===== src/rtl/mem_copy_dma.sv =====
// mem_copy_dma: word-by-word memory copy engine acting as a second bus master
// on the picorv32 native memory interface. Each word is one read followed by
// one write, with a one-cycle idle gap after every completed transaction and a
// per-transaction timeout that aborts the copy if the responder never answers.
module mem_copy_dma #(
  parameter int TIMEOUT = 256,
  parameter int CNT_W   = 16
) (
  input  logic             clk,
  input  logic             resetn,
  input  logic             start,
  input  logic [31:0]      src_addr,
  input  logic [31:0]      dst_addr,
  input  logic [CNT_W-1:0] count,
  output logic             busy,
  output logic             done,
  output logic             error,
  output logic [CNT_W-1:0] words_left,
  output logic             mem_valid,
  input  logic             mem_ready,
  output logic             mem_instr,
  output logic [3:0]       mem_wstrb,
  output logic [31:0]      mem_addr,
  output logic [31:0]      mem_wdata,
  input  logic [31:0]      mem_rdata
);

  typedef enum logic [2:0] {
    S_IDLE,
    S_READ,
    S_RGAP,
    S_WRITE,
    S_WGAP,
    S_FIN
  } state_t;

  // Wait counter value at which the TIMEOUT-th stalled cycle ends.
  localparam logic [15:0]      WAIT_LAST = 16'(TIMEOUT - 1);
  localparam logic [CNT_W-1:0] CNT_ONE   = {{(CNT_W-1){1'b0}}, 1'b1};
  localparam logic [31:0]      WORD_MASK = 32'hFFFF_FFFC;

  state_t           state_q, state_d;
  logic [31:0]      src_q, src_d;
  logic [31:0]      dst_q, dst_d;
  logic [31:0]      buf_q, buf_d;
  logic [CNT_W-1:0] left_q, left_d;
  logic [15:0]      wait_q, wait_d;
  logic             error_q, error_d;
  logic             done_q, done_d;

  // State and datapath registers; async assert, release follows the clock.
  always_ff @(posedge clk or negedge resetn) begin
    if (!resetn) begin
      state_q <= S_IDLE;
      src_q   <= 32'h0;
      dst_q   <= 32'h0;
      buf_q   <= 32'h0;
      left_q  <= '0;
      wait_q  <= 16'h0;
      error_q <= 1'b0;
      done_q  <= 1'b0;
    end else begin
      state_q <= state_d;
      src_q   <= src_d;
      dst_q   <= dst_d;
      buf_q   <= buf_d;
      left_q  <= left_d;
      wait_q  <= wait_d;
      error_q <= error_d;
      done_q  <= done_d;
    end
  end

  // Next-state logic: sequencing, handshake completion and timeout abort.
  always_comb begin
    state_d = state_q;
    src_d   = src_q;
    dst_d   = dst_q;
    buf_d   = buf_q;
    left_d  = left_q;
    wait_d  = wait_q;
    error_d = error_q;
    done_d  = 1'b0;
    unique case (state_q)
      S_IDLE: begin
        if (start) begin
          error_d = 1'b0;
          if (count != '0) begin
            src_d   = src_addr & WORD_MASK;
            dst_d   = dst_addr & WORD_MASK;
            left_d  = count;
            wait_d  = 16'h0;
            state_d = S_READ;
          end else begin
            // Empty copy: report completion without touching the bus.
            done_d = 1'b1;
          end
        end
      end
      S_READ: begin
        if (mem_ready) begin
          buf_d   = mem_rdata;
          state_d = S_RGAP;
        end else if (wait_q == WAIT_LAST) begin
          error_d = 1'b1;
          state_d = S_IDLE;
        end else begin
          wait_d = wait_q + 16'd1;
        end
      end
      S_RGAP: begin
        wait_d  = 16'h0;
        state_d = S_WRITE;
      end
      S_WRITE: begin
        if (mem_ready) begin
          src_d   = src_q + 32'd4;
          dst_d   = dst_q + 32'd4;
          left_d  = left_q - CNT_ONE;
          state_d = (left_q == CNT_ONE) ? S_FIN : S_WGAP;
        end else if (wait_q == WAIT_LAST) begin
          // Residual count is kept so software can see how far it got.
          error_d = 1'b1;
          state_d = S_IDLE;
        end else begin
          wait_d = wait_q + 16'd1;
        end
      end
      S_WGAP: begin
        wait_d  = 16'h0;
        state_d = S_READ;
      end
      S_FIN: begin
        done_d  = 1'b1;
        state_d = S_IDLE;
      end
      default: state_d = S_IDLE;
    endcase
  end

  // Bus outputs decoded from registered state so they are held stable while
  // a request is pending and drop immediately on reset.
  always_comb begin
    mem_valid = 1'b0;
    mem_wstrb = 4'b0000;
    mem_addr  = 32'h0;
    mem_wdata = 32'h0;
    busy      = 1'b0;
    unique case (state_q)
      S_READ: begin
        mem_valid = 1'b1;
        mem_addr  = src_q;
        busy      = 1'b1;
      end
      S_WRITE: begin
        mem_valid = 1'b1;
        mem_wstrb = 4'b1111;
        mem_addr  = dst_q;
        mem_wdata = buf_q;
        busy      = 1'b1;
      end
      S_RGAP, S_WGAP: busy = 1'b1;
      default: ;
    endcase
  end

  assign mem_instr  = 1'b0;
  assign done       = done_q;
  assign error      = error_q;
  assign words_left = left_q;

endmodule

===== config.mk =====
export PLATFORM = sky130hd
export DESIGN_NAME = mem_copy_dma
export DESIGN_NICKNAME = d
export VERILOG_FILES = /design/src/rtl/mem_copy_dma.sv
export SDC_FILE = /design/constraint.sdc
export NUM_CORES = 1
export LEC_CHECK = 0
export CAP_MARGIN = 25
export CORE_MARGIN = 5
export CORE_UTILIZATION = 40
export CTS_CLUSTER_DIAMETER = 150
export DETAILED_ROUTE_END_ITERATION = 8
export PLACE_DENSITY_LB_ADDON = 0.3
export SYNTH_ARGS = -nofsm -noshare
export SYNTH_HDL_FRONTEND = slang
export SYNTH_SLANG_ARGS = --single-unit

===== constraint.sdc =====
create_clock -name clk -period 2.9 [get_ports clk]
set_input_delay 0.58 -clock clk [delete_from_list [all_inputs] [get_ports clk]]
set_output_delay 0.58 -clock clk [all_outputs]
set_load 0.01 [all_outputs]

==> reports/qor.log <==
qor: power.sw_frac_of_total 40.9%
qor: yosys.synth-edff-count 0
qor: global_route.groute.usage.overall 22.1%
qor: yosys.synth_cell_types 65
qor: final_layout.drive_above_1_share 12.3%
qor: yosys.synth.avg_cell_area 8.76 sq um
qor: worst_setup_path.worstRegToRegCells 8
qor: place.hpwl_after_detailed_placement 17600 um
qor: sta.fin_worst_skew 0.00947 ns
qor: route.vias 7719
qor: final_layout.n_fill_cell 1705
qor: yosys.netlist_area_before_placement 7690 sq um
qor: yosys.synth_seq_area_share 42.0%
qor: floorplan.placeableCoreArea 18800 sq um
qor: route.detailedRoute.firstIterationViolations 482
qor: route.met3RoutedLength 2550 um
qor: final_layout.stdcell_area 10800 sq um
qor: global_route.grt_first_pass_wirelength 39400 um
qor: global_route.vias_in_the_first_global_route 7490
qor: yosys.yosys_warnings 0
qor: route.maxUsedRoutingLayer met5
qor: worst_setup_path.r2r_start wait_q[0]$_DFFE_PN0P_
qor: outcome.run_status complete, no violations
qor: job.maxCapViolCount 0
qor: final_layout.layout.cells.most_common_list 186 x sky130_fd_sc_hd__clkdlybuf4s50_1, 128 x sky130_fd_sc_hd__dfrtp_1, 108 x sky130_fd_sc_hd__a21oi_1
qor: cts.hold_buffers 0
qor: sta.maxSlewHeadroom 46.0%
qor: sta.final_hold_vios 0
qor: cts.cts.sinks 129
qor: floorplan.die_height 149 um
qor: cts.ctsRootBufferMaster sky130_fd_sc_hd__clkbuf_16
qor: route.route.antenna.remaining_nets 0
qor: floorplan.die_width 149 um
qor: power.switching_power 4.89 mW
qor: cts.clock_transition_at_path_regs 0.06 ns
qor: global_route.total_gr_overflow 0
qor: sta.report.final.setup_viol 0
qor: yosys.synthArstFlopShare 100%
qor: sta.tns 0 ns
qor: route.wl 24800 um
qor: worst_setup_path.worst_ep_arrival_time 2.22 ns
qor: worst_hold_path.hold_path.class in -> async
qor: final_layout.finish.net_count 1193
qor: cts.clk-insertion-delay-late 0.41 ns
qor: worst_setup_path.setup.worst_path.class reg -> out
qor: power.powerDensity 1100 nW/um^2
qor: global_route.grt_max_degree 66
qor: cts.cts_inserted_buffers 17
qor: final_layout.multi_input_area 4130 sq um
qor: power.pwr-share-comb 52.7%
qor: route.via_per_inst 5.75
qor: worst_setup_path.crit_path_max_fanout 30
qor: sta.finalCritPeriodShare 96.5%
qor: power.power 11.9 mW
qor: power.power.share.sequential 29.2%
qor: floorplan.rows 50
qor: place.placement.io_buffers 197
qor: final_layout.leading_cell_type_in_the_layout_fill_and_taps_excluded sky130_fd_sc_hd__clkdlybuf4s50_1
qor: worst_setup_path.worst_reg2reg_setup_slack 0.59 ns
qor: floorplan.pin_count 205
qor: route.routed_wire_length_per_instance 18.5 um
qor: place.finalWeightedCongestion 0.872
qor: route.detail_route.first_pass.iterations 7
qor: yosys.postSynthRegisterBits 129
qor: floorplan.design.die.area 22100 sq um
qor: sta.worst_pin_slew 0.802 ns
qor: power.internal-power 7.05 mW
qor: worst_setup_path.rr_endpoint wait_q[11]$_DFFE_PN0P_
qor: power.power.static_leakage 4.43 nW
qor: cts.htree_levels 4
qor: cts.tritoncts done
qor: power.clock_power_share 18.1%
qor: final_layout.regArea 3230 sq um
qor: route.drc 0
qor: yosys.synth_ff_type sky130_fd_sc_hd__dfrtp_1
qor: place.detailed_place.area 10200 sq um
qor: sta.finalCriticalPeriod 2.80 ns
qor: route.m1WireLength 10600 um
qor: worst_setup_path.req_time_crit_path 2.32 ns
qor: global_route.grt_antenna_before_repair 1
qor: floorplan.effective_utilization_at_floorplan 40.9%
qor: final_layout.synth_to_layout_area_growth 40.5%
qor: cts.clockBufferDepth 2
qor: power.vdd_ir_drop_max 535 uV
qor: final_layout.antenna-diode-count 0
qor: sta.final-max-slew-violation-count 0
qor: yosys.post_synth_inst_count 878
qor: worst_setup_path.critPathCaptureType output pin
qor: route.dr_wl_met2 11300 um
qor: sta.maxClockFrequency 357 MHz
qor: sta.fin_worst_hold_slack 0.233 ns
qor: worst_setup_path.critPathLaunchType register
==> layer usage <==
metal,vias to the layer above,GRT usage [%]
met1,3700,29.1
met2,306,34.6
met5,-,0
met3,21,8.35
met4,2,4.76
li1,3690,-
==> sequential cells by signal, indices dropped and copies added (netlist names) <==
signal      count
src_q          30
state_q         3
done            1
buf_q          32
error           1
words_left     16
dst_q          30
wait_q         16
==> Yosys cell counts, types with 12 or more instances <==
cell	n	area (sq um)
sky130_fd_sc_hd__nor2_1	51	191
sky130_fd_sc_hd__o22a_1	13	114
sky130_fd_sc_hd__and3_1	43	269
sky130_fd_sc_hd__nand2_1	96	360
sky130_fd_sc_hd__clkbuf_1	35	131
sky130_fd_sc_hd__o21ai_0	65	325
sky130_fd_sc_hd__inv_1	12	45.0
sky130_fd_sc_hd__buf_2	22	110
sky130_fd_sc_hd__mux2_2	32	360
sky130_fd_sc_hd__a22o_1	24	210
sky130_fd_sc_hd__nand3_1	42	210
sky130_fd_sc_hd__nand4_1	12	75.1
sky130_fd_sc_hd__o22ai_1	25	156
sky130_fd_sc_hd__dfrtp_1	129	3230
sky130_fd_sc_hd__a31oi_1	12	75.1
sky130_fd_sc_hd__a21oi_1	108	541
sky130_fd_sc_hd__nor4_1	13	81.3
sky130_fd_sc_hd__nor3_1	15	75.1
==> worst max path at each step <==
stage / startpoint / endpoint / cells after the start
floorplan: state_q[2]$_DFFE_PN0P_ / mem_addr[10] / 9
CTS: state_q[2]$_DFFE_PN0P_ / mem_addr[18] / 7
detailed placement: count[6] / wait_q[7]$_DFFE_PN0P_ / 10
global route: state_q[1]$_DFFE_PN0P_ / mem_addr[2] / 5
global placement: count[6] / wait_q[6]$_DFFE_PN0P_ / 10
finish: state_q[1]$_DFFE_PN0P_ / mem_addr[8] / 5
==> layout make-up <==
| type | count | area share (%) |
|---|---|---|
| Multi-Input combinational cell | 669 | 38.2 |
| Clock inverter | 11 | 1.30 |
| Tap cell | 260 | 3.01 |
| Sequential cell | 129 | 29.9 |
| Timing Repair Buffer | 241 | 22.9 |
| Clock buffer | 19 | 4.10 |
| Timing Repair inverter | 1 | 0.0810 |
| Inverter | 13 | 0.567 |
==> worst max-delay path, stage by stage (launching register included) <==
cell	delay, ns
sky130_fd_sc_hd__dfrtp_1	0.47
sky130_fd_sc_hd__nor2_2	0.20
sky130_fd_sc_hd__and2_1	0.19
sky130_fd_sc_hd__buf_12	0.20
sky130_fd_sc_hd__a22o_1	0.15
sky130_fd_sc_hd__clkdlybuf4s50_1	0.59
==> power by group through the flow <==
stage | Sequential, mW | Combinational [mW] | Clock, mW
after global routing | 3.61 | 6.89 | 2.28
after CTS | 3.46 | 6.29 | 2.20
after global placement | 3.45 | 6.18 | 0
after floorplan | 3.25 | 3.65 | 0
after detailed placement | 3.48 | 6.24 | 0
final | 3.49 | 6.30 | 2.16
==> stage by stage <==
| stage | utilization [%] | setup WS [ns] | cells |
|---|---|---|---|
| final | 57.4 | 0.102 | 1343 |
| after global routing | 57.4 | -0.0172 | 1343 |
| after floorplan | - | 0.588 | 880 |
| after global placement | 53.9 | -0.0146 | 1311 |
| after CTS | 57.1 | 0.00102 | 1341 |
| after detailed placement | 53.9 | 0.00985 | 1311 |
==> repair_timing <==
| item | 4_1_cts | 5_1_grt |
|---|---|---|
| gates cloned | 0 | 1 |
| hold endpoints to repair | 0 | 0 |
| setup buffers | 0 | 1 |
| gates resized for setup | 7 | 16 |
| endpoints found under the setup margin | 23 | 59 |
==> cell families after synthesis <==
| kind of cell | synth area share (%) |
|---|---|
| AOI/OAI and AO/OA | 25.2 |
| and+or+nand+nor | 22.0 |
| other | 0.0487 |
| xor gates and xnor gates | 0.114 |
| adders and majority gates | 0.813 |
| DFF | 42.0 |
| muxes | 5.07 |
| buffers and inverters | 4.75 |
No activity file was read; power rests on OpenSTA's default activity.
